==> src/rtl/signed_product_accumulator_if.sv <==
`default_nettype none
// ============================================================================
//  Module      : signed_product_accumulator_if
//  Description : Term/result bundle for signed_product_accumulator.
//                master drives the term side and observes the result side;
//                slave is the accumulator itself.
//                Term side   : in_valid, in_last, p (signed product)
//                Result side : out_valid, out_sum, out_count, out_sat
//  Revision    : 1.0  initial release
// ============================================================================
interface signed_product_accumulator_if #(
    parameter int WIDTH_P = 29,
    parameter int WIDTH_R = 32,
    parameter int COUNT_W = 8
);
    logic               in_valid;
    logic               in_last;
    logic [WIDTH_P-1:0] p;
    logic               out_valid;
    logic [WIDTH_R-1:0] out_sum;
    logic [COUNT_W-1:0] out_count;
    logic               out_sat;

    modport master (
        output in_valid, in_last, p,
        input  out_valid, out_sum, out_count, out_sat
    );

    modport slave (
        input  in_valid, in_last, p,
        output out_valid, out_sum, out_count, out_sat
    );
endinterface
`default_nettype wire

==> src/rtl/signed_product_accumulator.sv <==
`default_nettype none
// ============================================================================
//  Module      : signed_product_accumulator
//  Description : Accumulates a stream of signed multiplier products into
//                dot-product sums. The term qualifiers are delayed LATENCY
//                cycles to line up with the multiplier output. Each completed
//                sum is presented saturated to WIDTH_R with a term count and
//                a sticky saturation flag.
//  Ports       : clk  - clock, rising edge
//                rst  - synchronous active-high reset
//                bus  - slave side of signed_product_accumulator_if
//                       (in_valid, in_last, p -> out_valid, out_sum,
//                        out_count, out_sat)
//  Revision    : 1.0  initial release
// ============================================================================
module signed_product_accumulator #(
    parameter int WIDTH_P   = 29,
    parameter int LATENCY   = 6,
    parameter int WIDTH_ACC = 40,
    parameter int WIDTH_R   = 32,
    parameter int COUNT_W   = 8
) (
    input wire                            clk,
    input wire                            rst,
    signed_product_accumulator_if.slave   bus
);

    localparam logic [0:0] c_S_IDLE  = 1'b0;
    localparam logic [0:0] c_S_ACCUM = 1'b1;

    localparam logic [WIDTH_ACC-1:0] c_ACC_MAX = {1'b0, {(WIDTH_ACC-1){1'b1}}};
    localparam logic [WIDTH_ACC-1:0] c_ACC_MIN = {1'b1, {(WIDTH_ACC-1){1'b0}}};
    localparam logic [WIDTH_R-1:0]   c_R_MAX   = {1'b0, {(WIDTH_R-1){1'b1}}};
    localparam logic [WIDTH_R-1:0]   c_R_MIN   = {1'b1, {(WIDTH_R-1){1'b0}}};
    localparam logic [COUNT_W-1:0]   c_CNT_MAX = {COUNT_W{1'b1}};

    // ------------------------------------------------------------------
    // Qualifier delay line, aligned with the multiplier output p
    // ------------------------------------------------------------------
    logic w_vd;
    logic w_ld;

    generate
        if (LATENCY == 0) begin : g_no_delay
            assign w_vd = bus.in_valid;
            assign w_ld = bus.in_last;
        end else begin : g_delay
            logic [LATENCY-1:0] r_v_pipe;
            logic [LATENCY-1:0] r_l_pipe;

            always_ff @(posedge clk) begin
                if (rst) begin
                    r_v_pipe <= '0;
                    r_l_pipe <= '0;
                end else begin
                    r_v_pipe[0] <= bus.in_valid;
                    r_l_pipe[0] <= bus.in_last;
                    for (int i = 1; i < LATENCY; i++) begin
                        r_v_pipe[i] <= r_v_pipe[i-1];
                        r_l_pipe[i] <= r_l_pipe[i-1];
                    end
                end
            end

            assign w_vd = r_v_pipe[LATENCY-1];
            assign w_ld = r_l_pipe[LATENCY-1];
        end
    endgenerate

    // ------------------------------------------------------------------
    // State machine
    // ------------------------------------------------------------------
    logic [0:0] r_state;
    logic [0:0] w_state_next;

    always_ff @(posedge clk) begin
        if (rst) begin
            r_state <= c_S_IDLE;
        end else begin
            r_state <= w_state_next;
        end
    end

    // Bubbles (w_vd = 0) hold the state in either case.
    always_comb begin
        w_state_next = r_state;
        if (w_vd) begin
            w_state_next = w_ld ? c_S_IDLE : c_S_ACCUM;
        end
    end

    // ------------------------------------------------------------------
    // Datapath combinational: next accumulator, sticky flag, count, result
    // ------------------------------------------------------------------
    logic [WIDTH_ACC-1:0]     r_acc;
    logic                     r_sat_i;
    logic [COUNT_W-1:0]       r_count;

    logic [WIDTH_ACC-1:0]     w_base;
    logic [COUNT_W-1:0]       w_count_base;
    logic [WIDTH_ACC:0]       w_p_ext;
    logic [WIDTH_ACC:0]       w_sum;
    logic                     w_ovf;
    logic [WIDTH_ACC-1:0]     w_acc_next;
    logic                     w_sat_next;
    logic [COUNT_W-1:0]       w_count_next;
    logic [WIDTH_ACC-WIDTH_R:0] w_upper;
    logic                     w_narrow_ovf;
    logic [WIDTH_R-1:0]       w_sum_r;

    always_comb begin
        // Starting from zero in IDLE restarts the sum, flag and count on the
        // first term without needing an explicit clear on the emit edge.
        w_base       = (r_state == c_S_IDLE) ? '0 : r_acc;
        w_count_base = (r_state == c_S_IDLE) ? '0 : r_count;

        w_p_ext = {{(WIDTH_ACC + 1 - WIDTH_P){bus.p[WIDTH_P-1]}}, bus.p};
        w_sum   = {w_base[WIDTH_ACC-1], w_base} + w_p_ext;

        // Overflow when the extra carry bit disagrees with the sign bit.
        w_ovf = w_sum[WIDTH_ACC] ^ w_sum[WIDTH_ACC-1];
        if (w_ovf) begin
            w_acc_next = w_sum[WIDTH_ACC] ? c_ACC_MIN : c_ACC_MAX;
        end else begin
            w_acc_next = w_sum[WIDTH_ACC-1:0];
        end

        w_sat_next   = w_ovf | ((r_state == c_S_ACCUM) & r_sat_i);
        w_count_next = (w_count_base == c_CNT_MAX) ? w_count_base
                                                   : w_count_base + 1'b1;

        // The value fits WIDTH_R when all bits from the WIDTH_R sign bit
        // upward are identical.
        w_upper      = w_acc_next[WIDTH_ACC-1:WIDTH_R-1];
        w_narrow_ovf = ~((&w_upper) | (~|w_upper));
        if (w_narrow_ovf) begin
            w_sum_r = w_acc_next[WIDTH_ACC-1] ? c_R_MIN : c_R_MAX;
        end else begin
            w_sum_r = w_acc_next[WIDTH_R-1:0];
        end
    end

    // ------------------------------------------------------------------
    // Datapath and output registers
    // ------------------------------------------------------------------
    logic               r_out_valid;
    logic [WIDTH_R-1:0] r_out_sum;
    logic [COUNT_W-1:0] r_out_count;
    logic               r_out_sat;

    always_ff @(posedge clk) begin
        if (rst) begin
            r_acc       <= '0;
            r_sat_i     <= 1'b0;
            r_count     <= '0;
            r_out_valid <= 1'b0;
            r_out_sum   <= '0;
            r_out_count <= '0;
            r_out_sat   <= 1'b0;
        end else begin
            r_out_valid <= w_vd & w_ld;
            if (w_vd) begin
                r_acc   <= w_acc_next;
                r_sat_i <= w_sat_next;
                r_count <= w_count_next;
                if (w_ld) begin
                    r_out_sum   <= w_sum_r;
                    r_out_count <= w_count_next;
                    r_out_sat   <= w_sat_next | w_narrow_ovf;
                end
            end
        end
    end

    assign bus.out_valid = r_out_valid;
    assign bus.out_sum   = r_out_sum;
    assign bus.out_count = r_out_count;
    assign bus.out_sat   = r_out_sat;

endmodule
`default_nettype wire

==> src/flat_wrapper.sv <==
// flat-port wrapper written by rule: the top's interface ports become plain ports
module signed_product_accumulator_flat 
#(
    parameter int WIDTH_P   = 29,
    parameter int LATENCY   = 6,
    parameter int WIDTH_ACC = 40,
    parameter int WIDTH_R   = 32,
    parameter int COUNT_W   = 8
)
  (clk, rst, bus_in_valid, bus_in_last, bus_p, bus_out_valid, bus_out_sum, bus_out_count, bus_out_sat);
  signed_product_accumulator_if #(.WIDTH_P(WIDTH_P), .WIDTH_R(WIDTH_R), .COUNT_W(COUNT_W)) bus_i ();
  input wire clk;
  input wire rst;
  input wire logic [$bits(bus_i.in_valid)-1:0] bus_in_valid;
  input wire logic [$bits(bus_i.in_last)-1:0] bus_in_last;
  input wire logic [$bits(bus_i.p)-1:0] bus_p;
  output wire logic [$bits(bus_i.out_valid)-1:0] bus_out_valid;
  output wire logic [$bits(bus_i.out_sum)-1:0] bus_out_sum;
  output wire logic [$bits(bus_i.out_count)-1:0] bus_out_count;
  output wire logic [$bits(bus_i.out_sat)-1:0] bus_out_sat;
  assign bus_i.in_valid = bus_in_valid;
  assign bus_i.in_last = bus_in_last;
  assign bus_i.p = bus_p;
  assign bus_out_valid = bus_i.out_valid;
  assign bus_out_sum = bus_i.out_sum;
  assign bus_out_count = bus_i.out_count;
  assign bus_out_sat = bus_i.out_sat;
  signed_product_accumulator #(.WIDTH_P(WIDTH_P), .LATENCY(LATENCY), .WIDTH_ACC(WIDTH_ACC), .WIDTH_R(WIDTH_R), .COUNT_W(COUNT_W)) u_core (.clk(clk), .rst(rst), .bus(bus_i));
endmodule
==> config.mk <==
export PLATFORM = sky130hd
export DESIGN_NAME = signed_product_accumulator_flat
export DESIGN_NICKNAME = d
export VERILOG_FILES = /design/src/rtl/signed_product_accumulator_if.sv /design/src/rtl/signed_product_accumulator.sv /design/src/flat_wrapper.sv
export SDC_FILE = /design/constraint.sdc
export NUM_CORES = 1
export LEC_CHECK = 0
export BUFFER_PORTS_ARGS = -buffer_cell sky130_fd_sc_hd__buf_2
export CAP_MARGIN = 15
export CORE_MARGIN = 1.5
export CORE_UTILIZATION = 46
export DETAILED_ROUTE_END_ITERATION = 10
export MAX_ROUTING_LAYER = met4
export SYNTH_ARGS = -nofsm -noshare
export SYNTH_HDL_FRONTEND = slang
export SYNTH_SLANG_ARGS = --single-unit
==> constraint.sdc <==
create_clock -name clk -period 5.9 [get_ports clk]
set_clock_uncertainty 0.05 [all_clocks]
set_input_delay 0.885 -clock clk [delete_from_list [all_inputs] [get_ports clk]]
set_output_delay 0.885 -clock clk [all_outputs]
set_load 0.01 [all_outputs]
==> results by group, run 1 <==
Cells and area
  – Nets: just over 1000
  – Multi-input logic area: between 4000 and 5000 um^2
  – Synthesis-to-layout area growth: 13.9%
  – Final Util: approximately 54%
  – Most frequent cells in the layout: dfxtp_1, nor2_1, nand2_1
  – N_diodes: 0
  – Post-Layout Cell Count: 1127
  – Filler cell count: ~1400
  – Share of cells above drive strength 1: ~16%
  – Leading cell type in the layout, fill and taps excluded: dfxtp_1
  – Register area: roughly 2100 um^2

Logic synthesis
  – Yosys Warn Count: 0
  – Async SR Flop Fraction: 0%
  – EDFF count, synth: 0
  – Register bit total from synthesis: 104
  – Post-Synthesis Cells: 877
  – Post-Syn Area: 7000 um^2
  – Synthesized net count: 954
  – Seq/Total Area, Yosys: slightly below 30%
  – Ys flop type: dfxtp_1
  – Mux contribution to synthesized area: around 3.2%
  – Post-synthesis adder-cell area fraction: 7.97%
  – Post-synthesis xor/xnor area fraction: roughly 4.6%
  – Post-synthesis average cell area: 7.98 um^2
  – Synth unique cells: between 60 and 70
  – Largest family of logic cells by synthesized area: compound AO/OA/AOI/OAI gates
  – Simple-Gate Fraction of Synth Area: 23.0%
  – Compound-Gate Fraction of Synth Area: between 20% and 30%

Floorplan
  – Overall die height: ~130 um
  – Rows: 44
  – Core area: approximately 15000 um^2
  – Die X: roughly 130 um
  – Starting density of the core: ~48%
  – DIE AREA: ~16000 um^2
  – Top Ports: 75

CTS
  – CTS Buffer Depth: 2
  – CTS Hold Bufs: 0
  – CTS clk-pin slew, worst paths: 0.08 ns
  – # resized after CTS: 0
  – Latest clock arrival within the worst-skew pair: 0.36 ns
  – H-tree lvl count: 3
  – Clk sinks: around 100
  – CTS Buf Count: 9
  – Clk root buf: clkbuf_16
  – Postcts setup bufs: 0
  – CTS tree: done

Power
  – Peak ir drop on the vdd network: 0.189 mV
  – Leak: around 0.0033 uW
  – Power Dens Cells: a little under 200 nW/um^2

Global route
  – First-pass GRT wire length: 32900 um
  – Vias in the first global route: between 6000 and 7000
  – Global Route Usage Sum: between 20% and 30%
  – GR Overflow Total: 0
  – Grt peak-use layer: met1
  – M2 GR Usage: between 30 and 40%
  – Antenna violations before repair: 0
  – Pin count of the biggest net entering global routing: roughly 60
  – Met3 Use GR: about 4.3%
  – GR Util met1: between 30% and 40%

Placement
  – Placed insts: between 1000 and 1500
  – GP Congestion: just under 1
  – Port buffer count: 74
  – DP HPWL: 15400 um

Hold path
  – Hold WC Path Type: register to register
  – Worst Hold Depth: 1

Worst setup path
  – CP Cell Sequence: buf_12, and2_1, ha_1, a21oi_1, o21ai_1, a221oi_1, o211ai_1, a21oi_1, o21ai_1, a31oi_1, o21bai_1, a21o_1, xor2_1, ha_1, inv_1, nand2_1, or4_1, nand4_1, and3_1, nand4b_1, o31a_1, buf_12, o32ai_1
  – Worst r2r path cells: 23
  – Crit end category: register
  – Crit-path slowest cell: or4_1
  – WS Path Type: register to register
  – Worst path max stage delay: between 0.4 and 0.5 ns
  – CP max FO: 42
  – Req. time, crit path: roughly 6.1 ns
  – Crit path launch type: register
  – Critical Path AT: between 5 and 6 ns

Timing
  – Fin crit share: around 92%
  – Slew HR: 45.8%
  – Total negative slack: 0 ns
  – Final min period: 5.45 ns
  – Final hold slack: a little under 0.4 ns
  – Fin. max-slew vios: 0
  – Final setup viols: 0
  – Unrepaired setup endpoints after global routing: no
  – Final Hold Violating Endpoints: 0
  – Worst Tran Pin Value: about 0.8 ns
  – Max Freq: approximately 0.18 GHz

Detailed routing
  – Vias per inst: roughly 6.0
  – TritonRoute pass-1 iters: 5
  – Via Count: about 6700
  – DRC errors left: 0
  – DR WL/cell: around 18 um
  – Initial DRC count: approximately 530
  – Routed wire length: roughly 21000 um
  – Final antenna-violating net count: 0

Job
  – Max Cap Violations: 0

Run status
  – Outcome: finished, final reports clean
## worst paths after layout
check	startpoint	end	slack (ns)
worst max-delay path	u_core.r_state	u_core.bus.out_sum[14]	0.45
worst min-delay path	u_core.g_delay.r_v_pipe[1]	u_core.g_delay.r_v_pipe[2]	0.39
worst max register to register	u_core.r_state	u_core.bus.out_sum[14]	0.45
worst min register to register	u_core.g_delay.r_v_pipe[1]	u_core.g_delay.r_v_pipe[2]	0.39
## cell usage after synthesis (3+ instances only)
cell / n / area (um^2)
a211oi_1: 30 / 225
a21boi_0: 3 / 22.5
a21o_1: 15 / 113
a21oi_1: 64 / 320
a21oi_2: 4 / 35.0
a311oi_1: 8 / 70.1
a31oi_1: 6 / 37.5
and2_1: 44 / 275
and3_1: 5 / 31.3
buf_1: 5 / 18.8
buf_2: 7 / 35.0
clkbuf_1: 42 / 158
dfxtp_1: 104 / 2080
ha_1: 43 / 538
inv_1: 10 / 37.5
mux2_2: 3 / 33.8
mux2i_1: 19 / 190
nand2_1: 76 / 285
nand2b_1: 30 / 188
nand3_1: 10 / 50.1
nand4_1: 15 / 93.8
nor2_1: 97 / 364
nor2b_1: 15 / 93.8
nor3_1: 7 / 35.0
o211ai_1: 7 / 52.6
o21ai_0: 44 / 220
o21ai_1: 10 / 50.1
o21bai_1: 33 / 248
o22ai_1: 3 / 18.8
o31ai_1: 3 / 22.5
o32ai_1: 25 / 219
o32ai_2: 6 / 97.6
or2_2: 3 / 18.8
or3_1: 3 / 18.8
or4_1: 3 / 22.5
xnor2_1: 24 / 210
xor2_1: 13 / 114
## stage by stage
stage | total power [uW] | setup slack, ns | instance area (um^2)
final | 1570 | 0.452 | 7970
after global placement | 930 | 0.499 | 7650
after CTS | 1580 | 0.567 | 7970
after detailed placement | 932 | 0.369 | 7650
after global routing | 1640 | 0.228 | 7970
after floorplan | 848 | 0.618 | 7000
## registers in the layout, indices dropped and copies added (netlist names), 6 cells and up
register,flops
u_core.g_delay.r_l_pipe,6
u_core.r_count,8
u_core.bus.out_sum,32
u_core.g_delay.r_v_pipe,6
u_core.bus.out_count,8
u_core.r_acc,40
## worst max-delay path: cells and delay by family (launching register included)
| family | cells | cell delay (ns) |
|---|---|---|
| flip-flops | 1 | 0.38 |
| buffers and inverters | 3 | 0.46 |
| AND/OR/NAND/NOR | 6 | 1.20 |
| XOR/XNOR | 1 | 0.15 |
| adder cells (fa/ha/maj) | 2 | 0.63 |
| AO/OA/AOI/OAI | 11 | 2.46 |
## metal layers
layer / vias up / part of all wire (%)
li1: 3296 / -
met1: 3201 / 51
met2: 219 / 41
met3: 29 / 5.5
met4: 0 / 2.3
met5: - / 0
## report_power, final
group	internal [uW]	total, uW	switching (uW)
clock	344	654	310
sequential	705	707	1.81
combinational	76.8	214	137
## cell families (layout without fill, tap and decap cells)
logic type,Yosys count,count (layout)
flops,104,104
fa+ha+maj,44,44
compound gates,279,279
simple gates,324,324
mux,22,22
buf+inv,67,133
xor+xnor,37,37
## final cells by class
cell class | instances | area share, %
clock buffers | 9 | 2.82
flip-flops and latches | 104 | 26.1
inverters | 11 | 0.518
clock inverters | 7 | 1.22
well taps | 184 | 2.89
repair buffers | 106 | 8.13
multi-input cells | 706 | 58.3
Power figures use the tool's default switching activity.
==> run 2, diff against run 1 <==
ABC_AREA = 1   (was default)
==> results by group, run 2 <==
Run status
  – Outcome: finished, final reports clean

Timing
  – Fin. max-slew vios: 0 (unchanged)
  – Final Hold Violating Endpoints: 0 (unchanged)
  – Max Freq: 0.205 GHz (+12%)
  – Final min period: 4.88 ns (-0.567 ns)
  – Slew HR: 43.1% (-2.8 points)
  – Final setup viols: 0 (unchanged)
  – Final hold slack: 0.344 ns (-0.0419 ns)
  – Unrepaired setup endpoints after global routing: no
  – Fin crit share: 82.7% (-9.6 points)
  – Total negative slack: 0 ns (unchanged)
  – Worst Tran Pin Value: 0.853 ns (+0.0409 ns)

Cells and area
  – Share of cells above drive strength 1: 11.4% (-4.6 points)
  – Final Util: 52.4% (-1.9 points)
  – N_diodes: 0 (unchanged)
  – Design Area, Final: 8380 um^2 (+5.1%)
  – Leading cell type in the layout, fill and taps excluded: nand2_1
  – Most frequent cells in the layout: nand2_1, inv_1, nor2_1
  – Max FFs per register: 40 (unchanged)
  – Nets: 1392 (+37%)
  – Most flops, register: u_core.r_acc
  – Filler cell count: 1795 (+27%)
  – Synthesis-to-layout area growth: 10.8%

Detailed routing
  – Final antenna-violating net count: 0 (unchanged)
  – Vias per inst: 4.94 (-17%)
  – TritonRoute pass-1 iters: 5 (unchanged)
  – Via Count: 7594 (+13%)
  – Routed wire length: 21000 um (+1.3%)
  – DR WL/cell: 13.7 um (-26%)
  – Initial DRC count: 703 (+34%)
  – DRC errors left: 0 (unchanged)

Worst setup path
  – Req. time, crit path: 6.06 ns (-0.06 ns)
  – RR Endpoint: u_core.bus.out_sum[14]
  – Critical Path AT: 5.04 ns (-0.62 ns)
  – Crit end category: register
  – Setup crit end: u_core.bus.out_sum[14]
  – CP max FO: 31 (-26%)
  – Reg-to-Reg Start: u_core.r_state
  – WS Path Type: register to register
  – Critical path launch point: u_core.r_state
  – Reg2reg setup slack: 1.02 ns (+0.57 ns)
  – Worst r2r path cells: 23 (unchanged)
  – Crit path launch type: register

Floorplan
  – Die X: 131 um (+3.9%)
  – Overall die height: 131 um (+3.9%)
  – DIE AREA: 17200 um^2 (+7.9%)
  – Core area: 16000 um^2 (+8.9%)
  – Rows: 46 (+4.5%)
  – Top Ports: 75 (unchanged)
  – Starting density of the core: 47.3% (-0.35 points)

CTS
  – Clk sinks: 104 (unchanged)
  – CTS Buf Count: 9 (unchanged)
  – CTS tree: done
  – CTS clk-pin slew, worst paths: 0.07 ns (about the same)
  – Clk root buf: clkbuf_16
  – # resized after CTS: 0 (unchanged)
  – CTS Buffer Depth: 2 (unchanged)
  – CTS Hold Bufs: 0 (unchanged)
  – H-tree lvl count: 3 (unchanged)
  – Postcts setup bufs: 0 (unchanged)
  – Latest clock arrival within the worst-skew pair: 0.34 ns (-0.02 ns)

Global route
  – First-pass GRT wire length: 34300 um (+4.5%)
  – Antenna violations before repair: 0 (unchanged)
  – GR Overflow Total: 0 (unchanged)
  – Pin count of the biggest net entering global routing: 60 (-1.6%)
  – Vias in the first global route: 6585 (+4.5%)
  – Global Route Usage Sum: 25.1% (-1.5 points)

Hold path
  – Hold WC Path Type: register to register

Logic synthesis
  – Synth area leader: dfxtp_1
  – Synth unique cells: 36 (-46%)
  – Post-synthesis average cell area: 5.99 um^2 (-25%)
  – Commonest cells post-synth: nand2_1, inv_1, nor2_1, o21ai_0, dfxtp_1
  – Top-count cell post-synth: nand2_1
  – Seq/Total Area, Yosys: 27.5% (-2.2 points)
  – Synth top area share: 27.5% (-2.2 points)
  – EDFF count, synth: 0 (unchanged)
  – Post-Syn Area: 7570 um^2 (+8.1%)
  – Register bit total from synthesis: 104 (unchanged)
  – Synthesized net count: 1341 (+41%)
  – Area contributors post-synth: dfxtp_1, nand2_1, inv_1
  – Yosys Warn Count: 0 (unchanged)
  – Post-Synthesis Cells: 1264 (+44%)
  – Async SR Flop Fraction: 0% (unchanged)
  – Ys flop type: dfxtp_1

Placement
  – DP HPWL: 16400 um (+6.8%)
  – DP Area: 8060 um^2 (+5.3%)
  – Port buffer count: 74 (unchanged)
  – GP Congestion: 0.928 (-5.2%)

Power
  – Power Dens Cells: 179 nW/um^2 (-9.1%)
  – Int Power: 1100 uW (-2.0%)
  – Clock power frac: 39.9% (-1.6 points)
  – Peak ir drop on the vdd network: 0.135 mV (-28%)
  – Leak: 0.00488 uW (+48%)
  – Sw power: 401 uW (-11%)
  – Combinational power share: 13.0% (-0.6 points)
  – Switch share: 26.7% (-1.8 points)
  – Seq pwr share: 47.1% (+2.2 points)

Job
  – Max Cap Violations: 0 (unchanged)
==> run 2: changes by cell type after synthesis, moves of 15 or more <==
cell      previous run  this run
nor2b_1             15         0
nand2b_1            30         1
inv_1               10       218
o32ai_1             25         0
mux2i_1             19         0
nand3_1             10        48
and2_1              44         4
nor2_1              97       166
a21oi_2              4        30
xnor2_1             24         1
nand2_1             76       356
o21bai_1            33         4
o21ai_0             44       125
a211oi_1            30         2
==> run 2: per-layer routing <==
layer	up-vias	GRT usage [%]	wire, um
met5	-	-	0
li1	4044	-	-
met4	0	4.69	144
met1	3328	40.5	11600
met2	211	32.8	7970
met3	11	3.01	1270
==> run 2: metrics by stage <==
stage	instances	worst slack, ns	total power (uW)
after global routing	1536	0.564	1570
after CTS	1535	1.06	1510
after floorplan	1264	1.73	859
final	1536	1.02	1500
after global placement	1519	1.16	917
after detailed placement	1519	1.06	916
==> run 2: how the worst min path moves through the flow <==
stage / startpoint / cells past startpoint / endpoint
final: u_core.g_delay.r_v_pipe[4] / 2 / u_core.g_delay.r_v_pipe[5]
after global routing: u_core.g_delay.r_v_pipe[4] / 2 / u_core.g_delay.r_v_pipe[5]
after CTS: u_core.g_delay.r_v_pipe[4] / 2 / u_core.g_delay.r_v_pipe[5]
after detailed placement: u_core.g_delay.r_v_pipe[4] / 2 / u_core.g_delay.r_v_pipe[5]
after global placement: u_core.g_delay.r_v_pipe[4] / 2 / u_core.g_delay.r_v_pipe[5]
after floorplan: u_core.g_delay.r_l_pipe[0] / 2 / u_core.g_delay.r_l_pipe[1]
==> run 2: cell type report <==
class / count / area [um^2] / area share, %
repair buffers: 84 / 465 / 5.55
clock buffers: 12 / 246 / 2.94
well taps: 216 / 270 / 3.22
flip-flops and latches: 104 / 2080 / 24.9
multi-input cells: 898 / 4450 / 53.0
clock inverters: 4 / 51.3 / 0.612
inverters: 218 / 818 / 9.76
==> run 2: worst max-delay path, cell delays in order (launching register included) <==
cell      delay, ns
dfxtp_1        0.75
buf_4          0.35
nand2_1        0.08
inv_1          0.09
ha_1           0.31
a21oi_1        0.24
o21ai_0        0.14
inv_1          0.07
nand2_1        0.08
a21oi_1        0.18
nand2_1        0.12
nand4_1        0.08
o211ai_1       0.10
xor2_1         0.19
inv_1          0.06
ha_1           0.32
inv_1          0.26
nand3_1        0.18
nand2_1        0.10
nor2_1         0.15
nand3_2        0.12
a21oi_4        0.13
buf_4          0.46
a21oi_1        0.12
==> run 2: kinds of logic (layout without fill, tap and decap cells) <==
logic type | count (synthesis) | in the layout | synth area share, %
AND/OR/NAND/NOR | 605 | 605 | 32.2
buffers and inverters | 262 | 318 | 13.7
adder cells (fa/ha/maj) | 44 | 44 | 7.38
flip-flops | 104 | 104 | 27.5
AO/OA/AOI/OAI | 242 | 242 | 18.4
XOR/XNOR | 7 | 7 | 0.810
==> run 2: power by group through the flow <==
stage / sequential (uW) / clock [uW] / combinational [uW]
2_1_floorplan: 724 / 0 / 135
3_3_place_gp: 725 / 0 / 192
3_5_place_dp: 725 / 0 / 192
4_1_cts: 708 / 614 / 192
5_1_grt: 708 / 641 / 218
6_report: 708 / 601 / 195
==> run 3, diff against run 2 <==
PLACE_DENSITY = 0.67   (was default)
clock period = 4.2 ns   (was 5.9 ns; I/O delays follow)
==> results by group, run 3 (synthesis gave the netlist of run 2 again) <==
Worst setup path
  – WS Path Type: register to register
  – Critical Path AT: 4.23 ns (-0.81 ns)
  – Crit path max-delay family: simple AND/OR/NAND/NOR gates
  – Crit path launch type: register
  – RR Endpoint: u_core.bus.out_sum[16]
  – Worst path max stage delay: 0.37 ns (-0.38 ns)
  – Worst r2r path cells: 26 (+13%)
  – Buf+Inv Stages, Crit Path: 6 (unchanged)
  – Most frequent CP cell: nand2_1
  – Crit end category: register
  – Reg-to-Reg Start: u_core.r_state
  – Crit-path slowest cell: dfxtp_4
  – Reg2reg setup slack: 0.15 ns (-0.87 ns)
  – Req. time, crit path: 4.38 ns (-1.68 ns)
  – CP max FO: 13 (-58%)

Global route
  – First-pass GRT wire length: 35500 um (+3.6%)
  – Vias in the first global route: 7114 (+8.0%)
  – GR Overflow Total: 0 (unchanged)
  – Global Route Usage Sum: 25.9% (+0.78 points)
  – Pin count of the biggest net entering global routing: 59 (-1.7%)
  – Antenna violations before repair: 0 (unchanged)

Power
  – Leak: 0.00516 uW (+5.9%)
  – Tot Pwr: 2080 uW (+39%)
  – Peak ir drop on the vdd network: 0.227 mV (+67%)
  – Power Dens Cells: 231 nW/um^2 (+29%)

Timing
  – Max Freq: 0.247 GHz (+20%)
  – Final Hold Violating Endpoints: 0 (unchanged)
  – Fin crit share: 96.5% (+14 points)
  – Worst Setup Slack, final: 0.146 ns (-0.872 ns)
  – Final hold slack: 0.353 ns (+0.00835 ns)
  – Fin. max-slew vios: 0 (unchanged)
  – Total negative slack: 0 ns (unchanged)
  – Slew HR: 23.2% (-20 points)
  – Final setup viols: 0 (unchanged)
  – Worst Tran Pin Value: 1.15 ns (+0.297 ns)
  – Final min period: 4.05 ns (-0.828 ns)

Cells and area
  – Most flops, register: u_core.r_acc
  – Share of cells above drive strength 1: 17.0% (+5.5 points)
  – Leading cell type in the layout, fill and taps excluded: nand2_1
  – Most frequent cells in the layout: nand2_1, inv_1, nor2_1
  – Synthesis-to-layout area growth: 19.3%
  – Filler cell count: 1656 (-7.7%)
  – N_diodes: 0 (unchanged)
  – Max FFs per register: 40 (unchanged)
  – Design Area, Final: 9030 um^2 (+7.7%)
  – Nets: 1446 (+3.9%)

Floorplan
  – Rows: 46 (unchanged)
  – Die X: 131 um (unchanged)
  – Starting density of the core: 47.3% (unchanged)
  – Core area: 16000 um^2 (unchanged)
  – DIE AREA: 17200 um^2 (unchanged)
  – Top Ports: 75 (unchanged)
  – Overall die height: 131 um (unchanged)

Detailed routing
  – TritonRoute pass-1 iters: 6 (+1)
  – Final antenna-violating net count: 0 (unchanged)
  – DRC errors left: 0 (unchanged)
  – Vias per inst: 5.04 (+2.0%)
  – DR WL/cell: 14.2 um (+3.9%)
  – Via Count: 8008 (+5.5%)
  – Routed wire length: 22600 um (+7.5%)
  – Initial DRC count: 601 (-15%)

Placement
  – Worst slack, placed: -0.0668 ns (-1.13 ns)
  – GP Congestion: 0.966 (+4.0%)
  – DP HPWL: 17100 um (+4.2%)
  – DP Area: 8450 um^2 (+4.9%)
  – Port buffer count: 74 (unchanged)

CTS
  – CTS clk-pin slew, worst paths: 0.07 ns (about the same)
  – CTS Buffer Depth: 2 (unchanged)
  – CTS tree: done
  – CTS Hold Bufs: 0 (unchanged)
  – Clk root buf: clkbuf_16
  – Clk sinks: 104 (unchanged)
  – Latest clock arrival within the worst-skew pair: 0.34 ns (about the same)
  – CTS Buf Count: 9 (unchanged)
  – H-tree lvl count: 3 (unchanged)

Run status
  – Outcome: finished, final reports clean

Job
  – Max Cap Violations: 0 (unchanged)

Hold path
  – Hold Crit Start: u_core.g_delay.r_v_pipe[2]
  – Hold WC Path Type: register to register
  – Hold Crit Endpoint: u_core.g_delay.r_v_pipe[3]
  – Worst Hold Depth: 2 (unchanged)
-- run 3: through the flow --
stage | utilization [%] | instances
final | 56.4 | 1588
after global routing | 56.4 | 1588
after detailed placement | 52.8 | 1566
after floorplan | - | 1264
after global placement | 52.7 | 1565
after CTS | 54.5 | 1580
-- run 3: power by group --
part	switching [uW]	internal, uW	leakage (uW)	total (uW)
Clock	353	411	0.000123	764
Sequential	2.88	992	0.000840	995
Combinational	214	112	0.00420	325
Total	569	1510	0.00516	2080
-- run 3: worst reg2reg max path: stages, from the launching register on --
cell and delay [ns]:
dfxtp_4 0.37, buf_12 0.15, nand2_1 0.14, inv_1 0.09
ha_4 0.28, nand2_1 0.10, nor2_4 0.15, nand3_2 0.09
nor2_1 0.09, nand2_1 0.07, nand3_2 0.11, nand2_2 0.07
nand2_1 0.08, nand4_1 0.08, o211ai_1 0.11, xor2_1 0.20
inv_1 0.10, ha_4 0.29, inv_2 0.06, buf_4 0.16
nand3_1 0.09, nand2_1 0.10, nor2_2 0.14, nand3_2 0.13
a21oi_4 0.35, clkbuf_16 0.23, a21oi_2 0.05
-- run 3: area by class of cell --
| cell class | count | area [um^2] | share of cell area (%) |
|---|---|---|---|
| clock buffers | 11 | 243 | 2.69 |
| clock inverters | 3 | 20.0 | 0.222 |
| inverters | 218 | 818 | 9.06 |
| flip-flops and latches | 104 | 2090 | 23.1 |
| well taps | 216 | 270 | 2.99 |
| multi-input cells | 900 | 4650 | 51.5 |
| repair buffers | 136 | 945 | 10.5 |
-- run 3: worst max path at each step --
stage                        endpoint  slack [ns]           start  depth (start not counted)
3_3_place_gp       u_core.bus.out_sat        0.08       bus_p[14]                         26
4_1_cts         u_core.bus.out_sum[4]       0.006  u_core.r_state                         26
3_5_place_dp   u_core.bus.out_sum[10]       -0.07       bus_p[18]                         24
5_1_grt        u_core.bus.out_sum[16]       -0.04  u_core.r_state                         25
2_1_floorplan      u_core.bus.out_sat        0.03  u_core.r_state                         31
6_report       u_core.bus.out_sum[16]        0.15  u_core.r_state                         26
-- run 3: what timing repair did --
item,CTS,global route
buffers inserted,0,2
endpoints found under the setup margin,32,49
pin swaps,0,9
resized for setup,1,38
gates cloned,0,6
-- run 3: routing by layer --
metal	share of wire (%)	track usage, %	vias to the layer above
met1	50	38.5	3593
met5	0	-	-
met4	1.2	6.30	0
met3	5.4	2.35	20
li1	-	-	4149
met2	43	37.7	246
